$ cat config.mk
export PLATFORM = sky130hd
export DESIGN_NAME = video_raster_gen
export DESIGN_NICKNAME = d
export VERILOG_FILES = /design/src/rtl/video_raster_gen.sv
export SDC_FILE = /design/constraint.sdc
export NUM_CORES = 1
export LEC_CHECK = 0
export CAP_MARGIN = 20
export CORE_MARGIN = 1
export CORE_UTILIZATION = 40
export CTS_BUF_LIST = sky130_fd_sc_hd__clkbuf_4
export CTS_CLUSTER_SIZE = 16
export DETAILED_ROUTE_END_ITERATION = 16
export PLACE_DENSITY = 0.61
export SYNTH_ARGS = -nofsm -noshare
export SYNTH_HDL_FRONTEND = slang
export SYNTH_SLANG_ARGS = --single-unit
$ cat constraint.sdc
create_clock -name clk42_i -period 3 [get_ports clk42_i]
set_input_delay 0.45 -clock clk42_i [delete_from_list [all_inputs] [get_ports clk42_i]]
set_output_delay 0.45 -clock clk42_i [all_outputs]
set_load 0.005 [all_outputs]
$ cat src/rtl/video_raster_gen.sv
// Character-based video raster generator: pixel divider, char/x/y/frame counters,
// registered sync/blank/active/interrupt decodes and one-clock strobes.
module video_raster_gen #(
  parameter int PIX_DIV      = 6,
  parameter int CHAR_PIX     = 8,
  parameter int H_TOTAL      = 56,
  parameter int H_ACTIVE     = 32,
  parameter int H_SYNC_START = 40,
  parameter int H_SYNC_LEN   = 4,
  parameter int V_TOTAL      = 320,
  parameter int V_ACTIVE     = 192,
  parameter int V_SYNC_START = 248,
  parameter int V_SYNC_LEN   = 4,
  parameter int INT_LINE     = 248,
  parameter int INT_LEN      = 64,
  parameter int FRAME_W      = 7
) (
  input  logic                        clk42_i,
  input  logic                        res_i,
  input  logic                        en_i,
  input  logic                        dscan_i,
  output logic                        pix_stb_o,
  output logic [$clog2(CHAR_PIX)-1:0] char_cnt_o,
  output logic [5:0]                  ray_cntx_o,
  output logic [8:0]                  ray_cnty_o,
  output logic [FRAME_W-1:0]          cnt_frame_o,
  output logic                        hsync_o,
  output logic                        vsync_o,
  output logic                        hblank_o,
  output logic                        vblank_o,
  output logic                        active_o,
  output logic                        int_o,
  output logic                        line_stb_o,
  output logic                        frame_stb_o
);

  localparam int DIV_W = $clog2(PIX_DIV);
  localparam int CW    = $clog2(CHAR_PIX);
  localparam int IW    = $clog2(INT_LEN + 1);

  localparam logic [DIV_W-1:0] DIV_LAST_N = DIV_W'(PIX_DIV - 1);
  localparam logic [DIV_W-1:0] DIV_LAST_D = DIV_W'(PIX_DIV / 2 - 1);
  localparam logic [CW-1:0]    CHAR_LAST  = CW'(CHAR_PIX - 1);
  localparam logic [5:0]       H_LAST     = 6'(H_TOTAL - 1);
  localparam logic [8:0]       V_LAST     = 9'(V_TOTAL - 1);
  localparam logic [6:0]       H_ACT      = 7'(H_ACTIVE);
  localparam logic [6:0]       HS_BEG     = 7'(H_SYNC_START);
  localparam logic [6:0]       HS_END     = 7'(H_SYNC_START + H_SYNC_LEN);
  localparam logic [9:0]       V_ACT      = 10'(V_ACTIVE);
  localparam logic [9:0]       VS_BEG     = 10'(V_SYNC_START);
  localparam logic [9:0]       VS_END     = 10'(V_SYNC_START + V_SYNC_LEN);
  localparam logic [8:0]       INT_Y      = 9'(INT_LINE);
  localparam logic [IW-1:0]    INT_LAST   = IW'(INT_LEN - 1);

  logic [DIV_W-1:0]   div_q, div_d;
  logic [CW-1:0]      char_q, char_d;
  logic [5:0]         x_q, x_d;
  logic [8:0]         y_q, y_d;
  logic [FRAME_W-1:0] frame_q, frame_d;
  logic [IW-1:0]      int_cnt_q, int_cnt_d;
  logic               dscan_q, dscan_d;
  logic               pix_stb_q, pix_stb_d, line_stb_q, line_stb_d, frame_stb_q, frame_stb_d;
  logic               hsync_q, hsync_d, vsync_q, vsync_d, hblank_q, hblank_d;
  logic               vblank_q, vblank_d, active_q, active_d, int_q, int_d;

  logic [DIV_W-1:0] div_last;
  logic             tick, char_wrap, x_wrap, y_wrap;

  // NOTE: every signal assigned here gets a default first, so no path leaves a latch.
  always_comb begin
    div_last    = dscan_q ? DIV_LAST_D : DIV_LAST_N;
    tick        = en_i && (div_q == div_last);
    div_d       = div_q;
    char_d      = char_q;
    x_d         = x_q;
    y_d         = y_q;
    frame_d     = frame_q;
    dscan_d     = dscan_q;
    int_cnt_d   = int_cnt_q;
    int_d       = int_q;
    hsync_d     = hsync_q;
    vsync_d     = vsync_q;
    hblank_d    = hblank_q;
    vblank_d    = vblank_q;
    active_d    = active_q;
    pix_stb_d   = 1'b0;
    line_stb_d  = 1'b0;
    frame_stb_d = 1'b0;
    char_wrap   = 1'b0;
    x_wrap      = 1'b0;
    y_wrap      = 1'b0;

    if (en_i) div_d = tick ? '0 : div_q + 1'b1;

    if (tick) begin
      pix_stb_d = 1'b1;
      char_wrap = (char_q == CHAR_LAST);
      x_wrap    = char_wrap && (x_q == H_LAST);
      y_wrap    = x_wrap && (y_q == V_LAST);
      char_d    = char_wrap ? '0 : char_q + 1'b1;
      if (char_wrap) x_d = x_wrap ? '0 : x_q + 1'b1;
      if (x_wrap)    y_d = y_wrap ? '0 : y_q + 1'b1;
      if (y_wrap) begin
        frame_d = frame_q + 1'b1;
        // Scan rate may only change on a frame boundary so a frame never mixes periods.
        dscan_d = dscan_i;
      end
      line_stb_d  = x_wrap;
      frame_stb_d = y_wrap;

      hblank_d = ({1'b0, x_d} >= H_ACT);
      vblank_d = ({1'b0, y_d} >= V_ACT);
      active_d = !hblank_d && !vblank_d;
      hsync_d  = ({1'b0, x_d} >= HS_BEG) && ({1'b0, x_d} < HS_END);
      vsync_d  = ({1'b0, y_d} >= VS_BEG) && ({1'b0, y_d} < VS_END);

      // Interrupt window counts pixels, so it may run across a line wrap.
      if ((y_d == INT_Y) && (x_d == '0) && (char_d == '0)) begin
        int_d     = 1'b1;
        int_cnt_d = '0;
      end else if (int_q) begin
        if (int_cnt_q == INT_LAST) int_d = 1'b0;
        else int_cnt_d = int_cnt_q + 1'b1;
      end
    end
  end

  // NOTE: state flops use non-blocking assignments so all of them update together at the edge.
  always_ff @(posedge clk42_i or posedge res_i) begin
    if (res_i) begin
      div_q       <= '0;
      char_q      <= '0;
      x_q         <= '0;
      y_q         <= '0;
      frame_q     <= '0;
      int_cnt_q   <= '0;
      dscan_q     <= 1'b0;
      pix_stb_q   <= 1'b0;
      line_stb_q  <= 1'b0;
      frame_stb_q <= 1'b0;
      hsync_q     <= 1'b0;
      vsync_q     <= 1'b0;
      hblank_q    <= 1'b0;
      vblank_q    <= 1'b0;
      active_q    <= 1'b0;
      int_q       <= 1'b0;
    end else begin
      div_q       <= div_d;
      char_q      <= char_d;
      x_q         <= x_d;
      y_q         <= y_d;
      frame_q     <= frame_d;
      int_cnt_q   <= int_cnt_d;
      dscan_q     <= dscan_d;
      pix_stb_q   <= pix_stb_d;
      line_stb_q  <= line_stb_d;
      frame_stb_q <= frame_stb_d;
      hsync_q     <= hsync_d;
      vsync_q     <= vsync_d;
      hblank_q    <= hblank_d;
      vblank_q    <= vblank_d;
      active_q    <= active_d;
      int_q       <= int_d;
    end
  end

  assign pix_stb_o   = pix_stb_q;
  assign char_cnt_o  = char_q;
  assign ray_cntx_o  = x_q;
  assign ray_cnty_o  = y_q;
  assign cnt_frame_o = frame_q;
  assign hsync_o     = hsync_q;
  assign vsync_o     = vsync_q;
  assign hblank_o    = hblank_q;
  assign vblank_o    = vblank_q;
  assign active_o    = active_q;
  assign int_o       = int_q;
  assign line_stb_o  = line_stb_q;
  assign frame_stb_o = frame_stb_q;

endmodule

# Yosys cells after proc, flatten, opt, wreduce, memory -nomap -nowiden
# Cells that the tools add are included.
# word_totals
reg_bits	45
inputBits	4
output_inout_bits	34
word_cells	68
# classes
n_addsub	6
magnitude_cmp	6
eq_ne	7
mux	18
n_reduce_logical	15
# ops
cell	n
two-way mux 9 bit	3
two-way mux 7 bit	3
greater-or-equal comparator 9 x 8 -> 1 bit, second input constant	2
two-way mux 6 bit	3
adder 7 x 1 -> 7 bit, second input constant	2
greater-or-equal comparator 6 bit, second input constant	2
adder 9 x 1 -> 9 bit, second input constant	1
== test 9 x 8 -> 1 bit, second input constant	1
== test 9 bit, second input constant	1
less-than comparator 9 x 8 -> 1 bit, second input constant	1
two-way mux 3 bit	3
logical AND 1 bit	8
== test 7 x 6 -> 1 bit, second input constant	1
adder 3 x 1 -> 3 bit, second input constant	2
adder 6 x 1 -> 6 bit, second input constant	1
== test 6 bit, second input constant	1
logical NOT 6 bit	1
less-than comparator 6 bit, second input constant	1
two-way mux 1 bit	6
== test 3 bit	1
== test 3 bit, second input constant	1
logical NOT 3 bit	1
AND reduction 3 bit	1
logical NOT 1 bit	2
other kinds (3)	3

# Logic depth before layout (Yosys ltp)
# logic_depth
depth_word	11
ltp_mapped	10
ltp_nobuf	8

# Worst setup path before layout
# Ideal clock, no wire load.
# synth_path
path_type	flip-flop to flip-flop
from	reg char_q[0], in the netlist char_cnt_o[0]
to	reg int_cnt_q[3]
setup_time_ns	0.140
arrival_ns	2.268
required_time_ns	2.860
slack_ns	0.592
stages_incl_launch_ff	11
n_path_buf	2
period_less_slack_ns	2.408
cell_sequence	dfrtp_1 -> ha_1 -> ha_1 -> buf_2 -> and2_1 -> buf_2 -> nand3_2 -> o31ai_1 -> nand2_1 -> o41ai_2 -> o22ai_1
# synth_via
elab_chain_cells	11
elab_cells_between_ends	20
cone_classes	add/sub: 1; eq/ne: 3; mux: 8; reduce/logical: 8
# synth_lines
element	line_no	source
start: declaration	56	logic [CW-1:0] char_q, char_d;
start signal: assignment	149	char_q <= char_d;
== test 3 bit	97	char_wrap = (char_q == CHAR_LAST);
logical AND 1 bit	98	x_wrap = char_wrap && (x_q == H_LAST);
logical AND 1 bit	99	y_wrap = x_wrap && (y_q == V_LAST);
two-way mux 9 bit (2 in series)	102	if (x_wrap) y_d = y_wrap ? '0 : y_q + 1'b1;
two-way mux 9 bit	95	if (tick) begin
== test 9 x 8 -> 1 bit	118	if ((y_d == INT_Y) && (x_d == '0) && (char_d == '0)) begin
logical AND 1 bit	118	
logical AND 1 bit (*)	118	
!= test 2 bit (no source line) or nonzero test 2 bit (tied branches)	-	
AND reduction 3 bit (no source line)	-	
end signal: assignment	153	int_cnt_q <= int_cnt_d;
end: declaration	60	logic [IW-1:0] int_cnt_q, int_cnt_d;
# Mark *: on every way between the ends. The rest lies on a longest branch, timed or not. The select of a mux whose other input is x is not followed.
# A chain may end at the register's enable or synchronous reset.

# Final worst setup path
# Ends and elaborated chain as after synthesis.

==> flow_metrics.tcl <==
set metrics [dict create \
    status "finished, violations left" \
    violations "DRC" \
    power_density_mw_per_mm2 523.8 \
    numCtsBuffers 5 \
    synth_most_common_cell "dfrtp_1" \
    vias_per_cell 5.539 \
    synthTopCellsByCount "45 x dfrtp_1, 41 x nand2_1, 18 x o21ai_0" \
    synth_fa_ha_area_share_pct 3.577 \
    hold_violations 0 \
    drc 1 \
    gp_congestion 0.8396 \
    crit_fanout 8 \
    hpwl_um 3972 \
    drive_above_1_share_pct 11.49 \
    die_w_um 80.24 \
    max_freq_ghz 0.3688 \
    firstDrtPassIters 10 \
    critical_path.startpoint_type "flip-flop" \
    clkLatencyLatePin_ns 0.37 \
    timing.final.ws_setup_ns 0.2888 \
    reg2reg_slack_ns 0.29 \
    cts_root_buf "clkbuf_4" \
    slew_headroom_pct 52.79 \
    syn-cell-area_mm2 0.002449 \
    cpMaxStageDelayCell "o41ai_4" \
    ioPinCount 38 \
    leakagePower_uw 0.001258 \
    maxCapViolCount 0 \
    syn_avg_cell_area_um2 9.602 \
    final_antenna_net_count 0 \
    portBuffers 37 \
    worst_slew_pin_slew_ns 0.7051 \
    fin_tns_setup_ns 0 \
    end_kind "flip-flop" \
    die_h_um 80.24 \
    path_clk_slew_ns 0.16 \
    area_growth_pct 23.25 \
    syn_inst 255 \
    synth_compound_area_share_pct 14.26 \
    reg2reg_to "int_cnt_q[3]$_DFFE_PP0P_" \
    path_cells "ha_1 > ha_1 > and2_1 > nand3_2 > o22ai_1 > o2111ai_4 > o41ai_4 > o22ai_1" \
    ir_worst_vdd_v 0.0003736 \
    cts.sinks 45 \
    antenna_found_initial 0 \
    ys_seq_elements 45 \
    synth_area_leader_cell "dfrtp_1" \
    setup_viol 0 \
    rsz0062_at_grt "false" \
    die_area_mm2 0.006438 \
    diodes 0 \
    yosysUniqueCellTypes 54 \
    cp_num_cells 8 \
    wl_per_cell_um 14.68 \
    drtIter0Drc 152 \
    cts_tree "built" \
    cp_slowest_stage_delay_ns 0.44 \
    row_count 28 \
    hold_buffers 0 \
    path_buf_inv 0 \
    grt_pass1_wl_um 9066 \
    htreeDepth 2 \
    fin_crit_sh_pct 90.37 \
    reg2reg_depth 8 \
    drt_wl_total_um 5448 \
    holdCritPathClass "primary input to asynchronous set/reset pin" \
    synth_area_leaders "dfrtp_1 46%, nand2_1 6.3%, o21ai_0 3.7%, ha_1 3.6%, xnor2_1 3.2%" \
    worstPathArrival_ns 2.96 \
    slew_violations 0 \
    vias 2055 \
    fin_crit_ns 2.711 \
    required_ns 3.25 \
    grtUsageTotal_pct 18.46 \
    grt_max_degree 29 \
    synth_xor_xnor_area_share_pct 4.292 \
    ys_warn_count 0 \
    synth_edf_count 0 \
    syn_nets 266 \
    synth_top_area_share_pct 45.99 \
    yosysSeqAreaShare_pct 45.99 \
    grt_pass1_vias 1834 \
    core_area_mm2 0.005921 \
    post-place-ws_ns 0.2368 \
    path_class "flip-flop to flip-flop" \
    yosys.area_share.simple_pct 26.16 \
    r2r-start "char_cnt_o[0]$_DFFE_PP0P_" \
    cp_top_family "compound AO/OA/AOI/OAI gates" \
    synth_top_family_by_area "simple AND/OR/NAND/NOR gates" \
    start_util_pct 41.36 \
    ys.flop_type "dfrtp_1" \
    nets 306 \
    grt_overflow 0 \
    synth_mux_area_share_pct 2.657 \
    clock_path_buffers 2 \
    skew_ns 0.02112 \
    synthArstFlopShare_pct 100.0 \
]
[layer usage]
metal  GRT usage [%]  routed length (um)
met3           3.068                 220
met5               0                   0
met4           6.071                  83
met1           26.24                2600
met2           28.46                2545
[layout by cell type (no fill, tap or decap), types with 4 or more instances in the layout]
cell type	n
and3_1	4
buf_4	6
clkbuf_4	5
clkdlybuf4s50_1	37
dfrtp_1	45
ha_1	7
inv_1	6
mux2_2	4
nand2_1	40
nand3_1	11
nand4_1	6
nor2_1	16
nor3_1	7
o21ai_0	18
o21ai_1	4
o22ai_1	6
or3_1	4
xnor2_1	9
[how the worst max path moves through the flow]
stage	slack, ns	end	start
floorplan	0.59	int_cnt_q[3]$_DFFE_PP0P_	char_cnt_o[0]$_DFFE_PP0P_
global route	0.05	int_cnt_q[0]$_DFFE_PP0P_	char_cnt_o[0]$_DFFE_PP0P_
CTS	0.19	int_cnt_q[3]$_DFFE_PP0P_	char_cnt_o[0]$_DFFE_PP0P_
detailed placement	0.24	int_cnt_q[3]$_DFFE_PP0P_	char_cnt_o[0]$_DFFE_PP0P_
global placement	0.31	int_cnt_q[3]$_DFFE_PP0P_	char_cnt_o[0]$_DFFE_PP0P_
finish	0.29	int_cnt_q[3]$_DFFE_PP0P_	char_cnt_o[0]$_DFFE_PP0P_
[state kept, by name, summed over array words and instances, names as in the netlist, 3 cells and up]
signal,cells
ray_cnty_o,9
cnt_frame_o,7
int_cnt_q,7
ray_cntx_o,6
char_cnt_o,3
div_q,3
[worst register-to-register path: cells and delay by family (launching register included)]
kind | cells | cell delay [ns]
AOI/OAI and AO/OA | 4 | 1.16
DFF | 1 | 0.43
and+or+nand+nor | 2 | 0.52
adders and majority gates | 2 | 0.47
[cells by family after synthesis]
family                     Yosys count
DFF                                 45
and+or+nand+nor                    118
buffers and inverters               17
xor gates and xnor gates            12
adders and majority gates            7
muxes                                6
AOI/OAI and AO/OA                   50
[where the power goes]
| group | switching (uW) | internal (uW) |
|---|---|---|
| clock network | 218 | 177 |
| logic | 225 | 210 |
| registers | 72.5 | 678 |
| total | 516 | 1070 |
[final cells by class]
| type | instances | area [um^2] |
|---|---|---|
| clock inverters | 3 | 46.29 |
| well taps | 75 | 93.84 |
| fillers | 550 | 2903 |
| inverters | 7 | 26.28 |
| repair buffers | 43 | 415.4 |
| multi-input cells | 193 | 1272 |
| clock buffers | 5 | 37.54 |
| flip-flops and latches | 45 | 1126 |
[timing repair]
| item | CTS | global route |
|---|---|---|
| endpoints found under the setup margin | 0 | 8 |
| gates resized for setup | 0 | 4 |
| buffers inserted | 0 | 1 |
[stage by stage]
stage,area [um^2],util [%],power [uW],instances,hold WS [ns]
after floorplan,2449,-,995.4,255,0.4684
after global placement,2902,49.01,1176,362,0.4610
after detailed placement,2902,49.01,1185,362,0.4666
after CTS,2985,50.42,1582,370,0.3586
after global routing,3018,50.97,1691,371,0.3824
final,3018,50.97,1581,371,0.3555
(Power assumes the default switching activity.)
